`src/rtl/trivium_pkg.sv`:
```
`default_nettype none
// ============================================================================
//  Module      : trivium_pkg
//  Description : Shared constants, FSM encoding and initial-state builder for
//                the Trivium keystream generator.
//                State bit s_n (1-based, as in the cipher description) lives
//                at vector index n-1 of every 288-bit state word.
//  Revision    : 1.0  initial release
// ============================================================================
package trivium_pkg;

  localparam int STATE_W       = 288;
  localparam int KEY_W         = 80;
  localparam int IV_W          = 80;
  localparam int WARMUP_ROUNDS = 1152;

  // First index of the second shift register (s94 -> index 93).
  localparam int IV_BASE       = 93;

  typedef enum logic [1:0] {
    IDLE = 2'd0,
    INIT = 2'd1,
    RUN  = 2'd2
  } fsm_state_t;

  // s1..s80 = key, s81..s93 = 0, s94..s173 = iv, s174..s285 = 0,
  // s286..s288 = 1.
  function automatic logic [STATE_W-1:0] init_state(
    input logic [KEY_W-1:0] key,
    input logic [IV_W-1:0]  iv
  );
    logic [STATE_W-1:0] s;
    s                          = '0;
    s[KEY_W-1:0]               = key;
    s[IV_BASE+IV_W-1:IV_BASE]  = iv;
    s[STATE_W-1 -: 3]          = 3'b111;
    return s;
  endfunction

endpackage : trivium_pkg
`default_nettype wire

```
`src/rtl/trivium_round.sv`:
```
`default_nettype none
// ============================================================================
//  Module      : trivium_round
//  Description : One purely combinational Trivium round.
//  Ports       : state_in  [288] current state (index n-1 = s_n)
//                state_out [288] state after the round
//                z         [1]   keystream bit produced by this round
//  Revision    : 1.0  initial release
// ============================================================================
module trivium_round
  import trivium_pkg::*;
(
  input  logic [STATE_W-1:0] state_in,
  output logic [STATE_W-1:0] state_out,
  output logic               z
);

  logic t1_lin, t2_lin, t3_lin;
  logic t1, t2, t3;

  // Linear taps feed the output bit; the AND terms only feed back.
  assign t1_lin = state_in[65]  ^ state_in[92];
  assign t2_lin = state_in[161] ^ state_in[176];
  assign t3_lin = state_in[242] ^ state_in[287];
  assign z      = t1_lin ^ t2_lin ^ t3_lin;

  assign t1 = t1_lin ^ (state_in[90]  & state_in[91])  ^ state_in[170];
  assign t2 = t2_lin ^ (state_in[174] & state_in[175]) ^ state_in[263];
  assign t3 = t3_lin ^ (state_in[285] & state_in[286]) ^ state_in[68];

  // Three shift registers: s1..s93, s94..s177, s178..s288. Each takes the
  // feedback from the previous register at its head and drops its last bit.
  assign state_out[92:0]    = {state_in[91:0],    t3};
  assign state_out[176:93]  = {state_in[175:93],  t1};
  assign state_out[287:177] = {state_in[286:177], t2};

endmodule : trivium_round
`default_nettype wire

```
`src/rtl/trivium_keystream.sv`:
```
`default_nettype none
// ============================================================================
//  Module      : trivium_keystream
//  Description : Trivium keystream generator with UNROLL rounds per clock.
//                load -> 1152-round warm-up (busy) -> keystream beats on a
//                valid/ready interface.
//  Ports       : clk       clock
//                reset     asynchronous, active-low reset
//                load      reinitialise from key/iv (any state)
//                key [80]  K1 = key[0]
//                iv  [80]  IV1 = iv[0]
//                busy      warm-up in progress
//                ks_valid  keystream beat available
//                ks_ready  consumer accepts the beat
//                ks_data [UNROLL] keystream bits, [0] earliest
//  Revision    : 1.0  initial release
// ============================================================================
module trivium_keystream
  import trivium_pkg::*;
#(
  parameter int UNROLL = 1
)(
  input  logic              clk,
  input  logic              reset,
  input  logic              load,
  input  logic [KEY_W-1:0]  key,
  input  logic [IV_W-1:0]   iv,
  output logic              busy,
  output logic              ks_valid,
  input  logic              ks_ready,
  output logic [UNROLL-1:0] ks_data
);

  localparam int WARMUP_CYCLES = WARMUP_ROUNDS / UNROLL;
  localparam int CNT_W         = $clog2(WARMUP_CYCLES + 1);

  fsm_state_t         fsm_state;
  fsm_state_t         fsm_next;
  logic [CNT_W-1:0]   warm_cnt;
  logic [STATE_W-1:0] cipher_state;
  logic [STATE_W-1:0] chain [0:UNROLL];
  logic [UNROLL-1:0]  z_bits;
  logic               warm_last;
  logic               advance;

  // --------------------------------------------------------------------------
  // Round chain: chain[i] is the state before round i of this clock.
  // --------------------------------------------------------------------------
  assign chain[0] = cipher_state;

  for (genvar g = 0; g < UNROLL; g++) begin : g_round
    trivium_round u_round (
      .state_in  (chain[g]),
      .state_out (chain[g+1]),
      .z         (z_bits[g])
    );
  end

  assign ks_data = z_bits;

  // Final warm-up clock: the counter becomes WARMUP_CYCLES on this edge.
  assign warm_last = (fsm_state == INIT) &&
                     (warm_cnt == CNT_W'(WARMUP_CYCLES - 1));

  // --------------------------------------------------------------------------
  // FSM: state register
  // --------------------------------------------------------------------------
  always_ff @(posedge clk or negedge reset) begin
    if (!reset) begin
      fsm_state <= IDLE;
    end else begin
      fsm_state <= fsm_next;
    end
  end

  // --------------------------------------------------------------------------
  // FSM: next state
  // --------------------------------------------------------------------------
  always_comb begin
    fsm_next = fsm_state;
    if (load) begin
      fsm_next = INIT;
    end else begin
      case (fsm_state)
        IDLE:    fsm_next = IDLE;
        INIT:    if (warm_last) fsm_next = RUN;
        RUN:     fsm_next = RUN;
        default: fsm_next = IDLE;
      endcase
    end
  end

  // --------------------------------------------------------------------------
  // FSM: outputs
  // --------------------------------------------------------------------------
  always_comb begin
    busy     = 1'b0;
    ks_valid = 1'b0;
    advance  = 1'b0;
    case (fsm_state)
      INIT: begin
        busy    = 1'b1;
        advance = 1'b1;
      end
      RUN: begin
        ks_valid = 1'b1;
        advance  = ks_ready;
      end
      default: ;
    endcase
  end

  // --------------------------------------------------------------------------
  // Cipher state and warm-up counter. load wins over a handshake, so a beat
  // offered in the same cycle is simply dropped.
  // --------------------------------------------------------------------------
  always_ff @(posedge clk or negedge reset) begin
    if (!reset) begin
      cipher_state <= '0;
      warm_cnt     <= '0;
    end else if (load) begin
      cipher_state <= init_state(key, iv);
      warm_cnt     <= '0;
    end else begin
      if (advance) begin
        cipher_state <= chain[UNROLL];
      end
      if (fsm_state == INIT) begin
        warm_cnt <= warm_cnt + CNT_W'(1);
      end
    end
  end

endmodule : trivium_keystream
`default_nettype wire
```
`config.mk`:
```
export PLATFORM = sky130hd
export DESIGN_NAME = trivium_keystream
export DESIGN_NICKNAME = d
export VERILOG_FILES = /design/src/rtl/trivium_pkg.sv /design/src/rtl/trivium_round.sv /design/src/rtl/trivium_keystream.sv
export SDC_FILE = /design/constraint.sdc
export NUM_CORES = 1
export LEC_CHECK = 0
export ABC_CLOCK_PERIOD_IN_PS = 2400
export BUFFER_PORTS_ARGS = -buffer_cell sky130_fd_sc_hd__buf_4
export CAP_MARGIN = 20
export CELL_PAD_IN_SITES_DETAIL_PLACEMENT = 1
export CELL_PAD_IN_SITES_GLOBAL_PLACEMENT = 1
export CORE_UTILIZATION = 45
export DETAILED_ROUTE_END_ITERATION = 12
export PLACE_DENSITY_LB_ADDON = 0.1
export SYNTH_ARGS = -nofsm -noshare
export SYNTH_HDL_FRONTEND = slang
export SYNTH_SLANG_ARGS = --single-unit
```
`constraint.sdc`:
```
create_clock -name clk -period 2.4 [get_ports clk]
set_input_delay 0.72 -clock clk [delete_from_list [all_inputs] [get_ports clk]]
set_output_delay 0.72 -clock clk [all_outputs]
set_load 0.03 [all_outputs]
```
* Word level (Yosys, flattened, before mapping)
Cells that the tools add are included.
Cells by class: mux-type cells 10, equal/unequal tests 4, reductions and logical operators 3, add/sub/neg operators 1, bitwise logic cells 14
Operator list (count):
- 288-bit two-way mux | 2
- 11-bit two-way mux | 2
- 11-bit by 1-bit adder with 11-bit output (second input constant) | 1
- 11-bit == test (second input constant) | 1
- 1-bit bitwise XOR | 11
- 2-bit two-way mux | 2
- 2-bit case mux with 2 select lines | 1
- 2-bit nonzero test | 2
- 1-bit bitwise AND | 3
- 3-bit inequality test (second input constant) | 1
- 2-bit by 1-bit == test with 1-bit output (second input constant) | 1
- 2-bit == test (second input constant) | 1
- 1-bit two-way mux | 2
- 1-bit case mux with 2 select lines | 1
- 1-bit logical AND | 1
Word-level totals: register bits after elaboration 301, logic and storage cells 35

* Longest topological paths before layout
depth in word-level cells 5, depth in mapped cells 9

* Cells and area by module
Synthesis repeated with hierarchy kept, for this count alone.
Second synthesis, totals: cells, all modules 1170, area total of the unflattened synthesis 15632.5 um2
By module, submodules not included:
- trivium_keystream | sequential area each 7532.2 um2, cells each 872, area an instance 13324.0 um2, times used 1
- trivium_round | sequential area each 0.0 um2, cells each 298, area an instance 2308.5 um2, times used 1

* Least setup slack after synthesis
Ideal clock, no wire load.
kind reg-to-reg, from register fsm_state[1], to register cipher_state[108], cell stages (with the launch flop) 10, slack 353 ps, arrival 1922 ps, path through dfrtp_1 -> inv_1 -> ha_1 -> buf_6 -> a21oi_4 -> o21bai_1 -> buf_2 -> buf_6 -> buf_6 -> mux2_4
Between the ends: cells in the longest elaborated chain, start to end 3
Ends and longest elaborated chain:
- from (decl) | line trivium_keystream.sv:37 | fsm_state_t fsm_state;
- from (signal assigned) | line trivium_keystream.sv:72 | fsm_state <= fsm_next;
- 2-bit == test / 2-bit by 1-bit == test with 1-bit output (equally long branches) | line trivium_keystream.sv:100 | case (fsm_state)
- 1-bit case mux with 2 select lines * | line trivium_keystream.sv:100
- 2-bit nonzero test (no source line) *
- to (signal assigned) | line trivium_keystream.sv:122 | cipher_state <= init_state(key, iv);
- to (signal assigned) | line trivium_keystream.sv:126 | cipher_state <= chain[UNROLL];
- to (decl) | line trivium_keystream.sv:40 | logic [STATE_W-1:0] cipher_state;
Every way passes the cells marked *; elsewhere a longest branch is shown, timed or not. A chain may end at the register's enable or synchronous reset.

* Worst setup path after layout
from register cipher_state[287], to output ks_data
Between the ends: cells in the longest elaborated chain, start to end 2
Ends and longest elaborated chain:
- 1-bit bitwise XOR | line trivium_round.sv:24 | assign t3_lin = state_in[242] ^ state_in[287];
- 1-bit bitwise XOR | line trivium_round.sv:25 | assign z = t1_lin ^ t2_lin ^ t3_lin;
- to (decl) | line trivium_keystream.sv:31 | output logic [UNROLL-1:0] ks_data
No other way between the ends.

==> results.cfg <==
[run_status]
status = finished, final reports clean

[timing]
max_clock_freq_ghz = 0.419
finClkSkew_ns = 0.00996
setup_viol_count_final = 0
worst_pin_slew_ns = 0.525
hold_viol = 0
rsz0062_at_grt = yes
final_max_slew_viol_count = 0
fin_crit_ns = 2.39
setup_tns_ns = 0
layout_setup_ws_ns = 0.0141
fin_crit_sh_pct = 99.4
relSlewSlack_pct = 65.0

[floorplan]
io_pins = 167
core_area_sq_um = 28900
dieHeight_um = 174
start_util_pct = 46.2
row_count = 62
dieArea_sq_um = 30400
fp.dieW_um = 174

[global_routing]
grt_pass1_vias = 8625
overflow = 0
grt_max_degree = 126
antenna_found_initial = 0
track_usage_pct = 18.6
grt_pass1_wl_um = 46100

[placed_design]
dp_slack_ns = 0.312
place.port_buffers = 166
finalWeightedCongestion = 0.702
hpwl_um = 17100
place_inst = 1391

[final_layout]
drive_gt1_share_pct = 53.5
stdcell_count = 1458
area_growth_pct = 22.6
insertedDiodeCount = 0
finalNetCount = 1215

[setup_path]
worstPathMaxFanout = 2
cp.required_ns = 1.68
cpMostUsedCell = xnor2_2
slowest_stage = dfrtp_1
critical_path_class = flop to output pin
crit_path_max_incr_delay_ns = 0.41
path_cells = xnor2_2 -> xnor2_2 -> xnor2_1 -> buf_4
cp-start-kind = flop
crit_arrival_ns = 1.67
critPathTopFamily = XOR/XNOR gates
cp_num_buf_inv = 1
endpoint_kind = output pin

[clock_tree]
cts_tree = yes
cts.path.max_buffers = 3
clkTransAtPathRegs_ns = 0.06
cts_buffers = 35
cts_root_buffer = clkbuf_16
h-tree-depth = 2
clk_latency_ns = 0.50
cts.sink_count = 301

[pwr]
leakagePower_nw = 7.60
irDropWorstVdd_mv = 0.550
power_density_nw_per_um2 = 1100

[drt]
first_pass_iters = 4
postRouteAntennaNets = 0
viasPerCell = 5.37
drcViolationCount = 0
wirelength_um = 27400
drt_iter0_drc = 326
wl_per_cell_um = 18.8
vias = 7834

[synthesis]
postSynthCellCount = 886
synthesis.nets = 1053
synth_top_cell_by_area = dfrtp_1
synthTopCellsByArea = dfrtp_1 (56%), mux2_2 (21%), a22o_1 (8.1%)
yosys_warnings = 0
ys_types = 35
synth_top_area_share_pct = 56.4
seq_area_frac_synth_pct = 56.4
ys_ff_latch = 301
synthArstFlopShare_pct = 100
avgSynthCellArea_sq_um = 15.1
syn_area_sq_um = 13400
synth-edff-count = 0
synth_flop_cell = dfrtp_1

[job]
max_cap_viol_count = 0

[worst_hold_path]
hold_path_class = input pin to async pin
[where the power goes]
part	total, mW	internal [mW]	switching (mW)
combinational	5.17	3.10	2.07
clock	5.53	3.46	2.07
sequential	7.36	6.55	0.808
[synth_stat cells (2+ instances only)]
| cell | n |
|---|---|
| a21oi_1 | 6 |
| a22o_1 | 124 |
| buf_2 | 38 |
| buf_4 | 2 |
| buf_6 | 9 |
| clkbuf_1 | 19 |
| dfrtp_1 | 301 |
| ha_1 | 3 |
| inv_1 | 4 |
| mux2_2 | 250 |
| mux2_4 | 65 |
| nand2_1 | 10 |
| nand3_1 | 2 |
| nand4_1 | 4 |
| nor2_1 | 7 |
| o21ai_0 | 6 |
| o221ai_1 | 2 |
| o22a_1 | 3 |
| o31ai_1 | 2 |
| or3_1 | 5 |
| or4_1 | 2 |
| xnor2_1 | 5 |
| xnor3_1 | 2 |
| xor2_1 | 4 |
[layer usage]
layer  global-route usage, %  vias up  routed length [um]
met5                       0        -                   0
met4                    4.50        0                 475
met3                    4.70       36                1640
met2                    28.8      162               12600
met1                    26.3     4027               12700
li1                        -     3609                   -
[worst paths after layout]
kind	from	slack [ns]	cells past startpoint	to
setup reg to reg	fsm_state[0]	0.36	6	cipher_state[101]
min in group clk	key[0]	0.46	3	cipher_state[0]
hold reg to reg	cipher_state[226]	0.49	1	cipher_state[227]
hold / removal	reset	0.12	1	warm_cnt[3]
max in group asynchronous	reset	1.58	2	cipher_state[241]
setup / recovery	cipher_state[287]	0.01	4	ks_data
[timing repair]
item / 4_1_cts / 5_1_grt
setup endpoints to repair: 1 / 1
buffers inserted: 2 / 2
hold buffers: 0 / 0
pin swaps: 2 / 1
hold endpoints to repair: 0 / 0
cloned: 0 / 0
resized for setup: 3 / 0
[sequential cells by signal, summed over array words and instances (netlist names)]
signal        count
cipher_state    288
fsm_state         2
warm_cnt         11
[metrics by stage]
step / hold WS, ns / util, % / cell area, sq um / power (mW)
2_1_floorplan: 0.424 / - / 13400 / 11.3
3_3_place_gp: 0.474 / 52.2 / 15100 / 12.4
3_5_place_dp: 0.482 / 52.2 / 15100 / 12.6
4_1_cts: 0.115 / 56.5 / 16400 / 18.3
5_1_grt: 0.123 / 56.6 / 16400 / 19.1
6_report: 0.118 / 56.6 / 16400 / 18.1
[kinds of logic after synthesis]
family | synth area share (%)
mux | 28.5
flops | 56.4
compound gates | 9.48
buf+inv | 2.94
simple gates | 1.32
xor+xnor | 1.11
fa+ha+maj | 0.281
[worst reg2reg max path, stage by stage (launching register included)]
cell and delay, ns:
dfrtp_1 0.37, inv_1 0.05, ha_1 0.45, o21bai_4 0.27, buf_12 0.19, buf_12 0.22, mux2_2 0.38
[final cells by class]
type                       count  area, sq um
fill                        2750        12600
sequential                   301         7530
multi-input combinational    513         5480
timing repair buffer         193         1650
clock buffer                  48         1040
tap                          384          480
clock inverter                15          184
inverter                       4         15.0
[cells in the final DEF (no fill, tap or decap), types with 5 or more instances in the layout]
cell type,instances
buf_12,15
nor2_1,7
dfrtp_1,301
a22o_1,124
mux2_4,65
or3_1,5
o21ai_0,6
mux2_2,250
a21oi_1,6
clkbuf_8,7
clkbuf_16,37
nand2_1,10
clkinv_2,8
buf_4,176
Note: power is estimated with default switching activity, not from simulation.
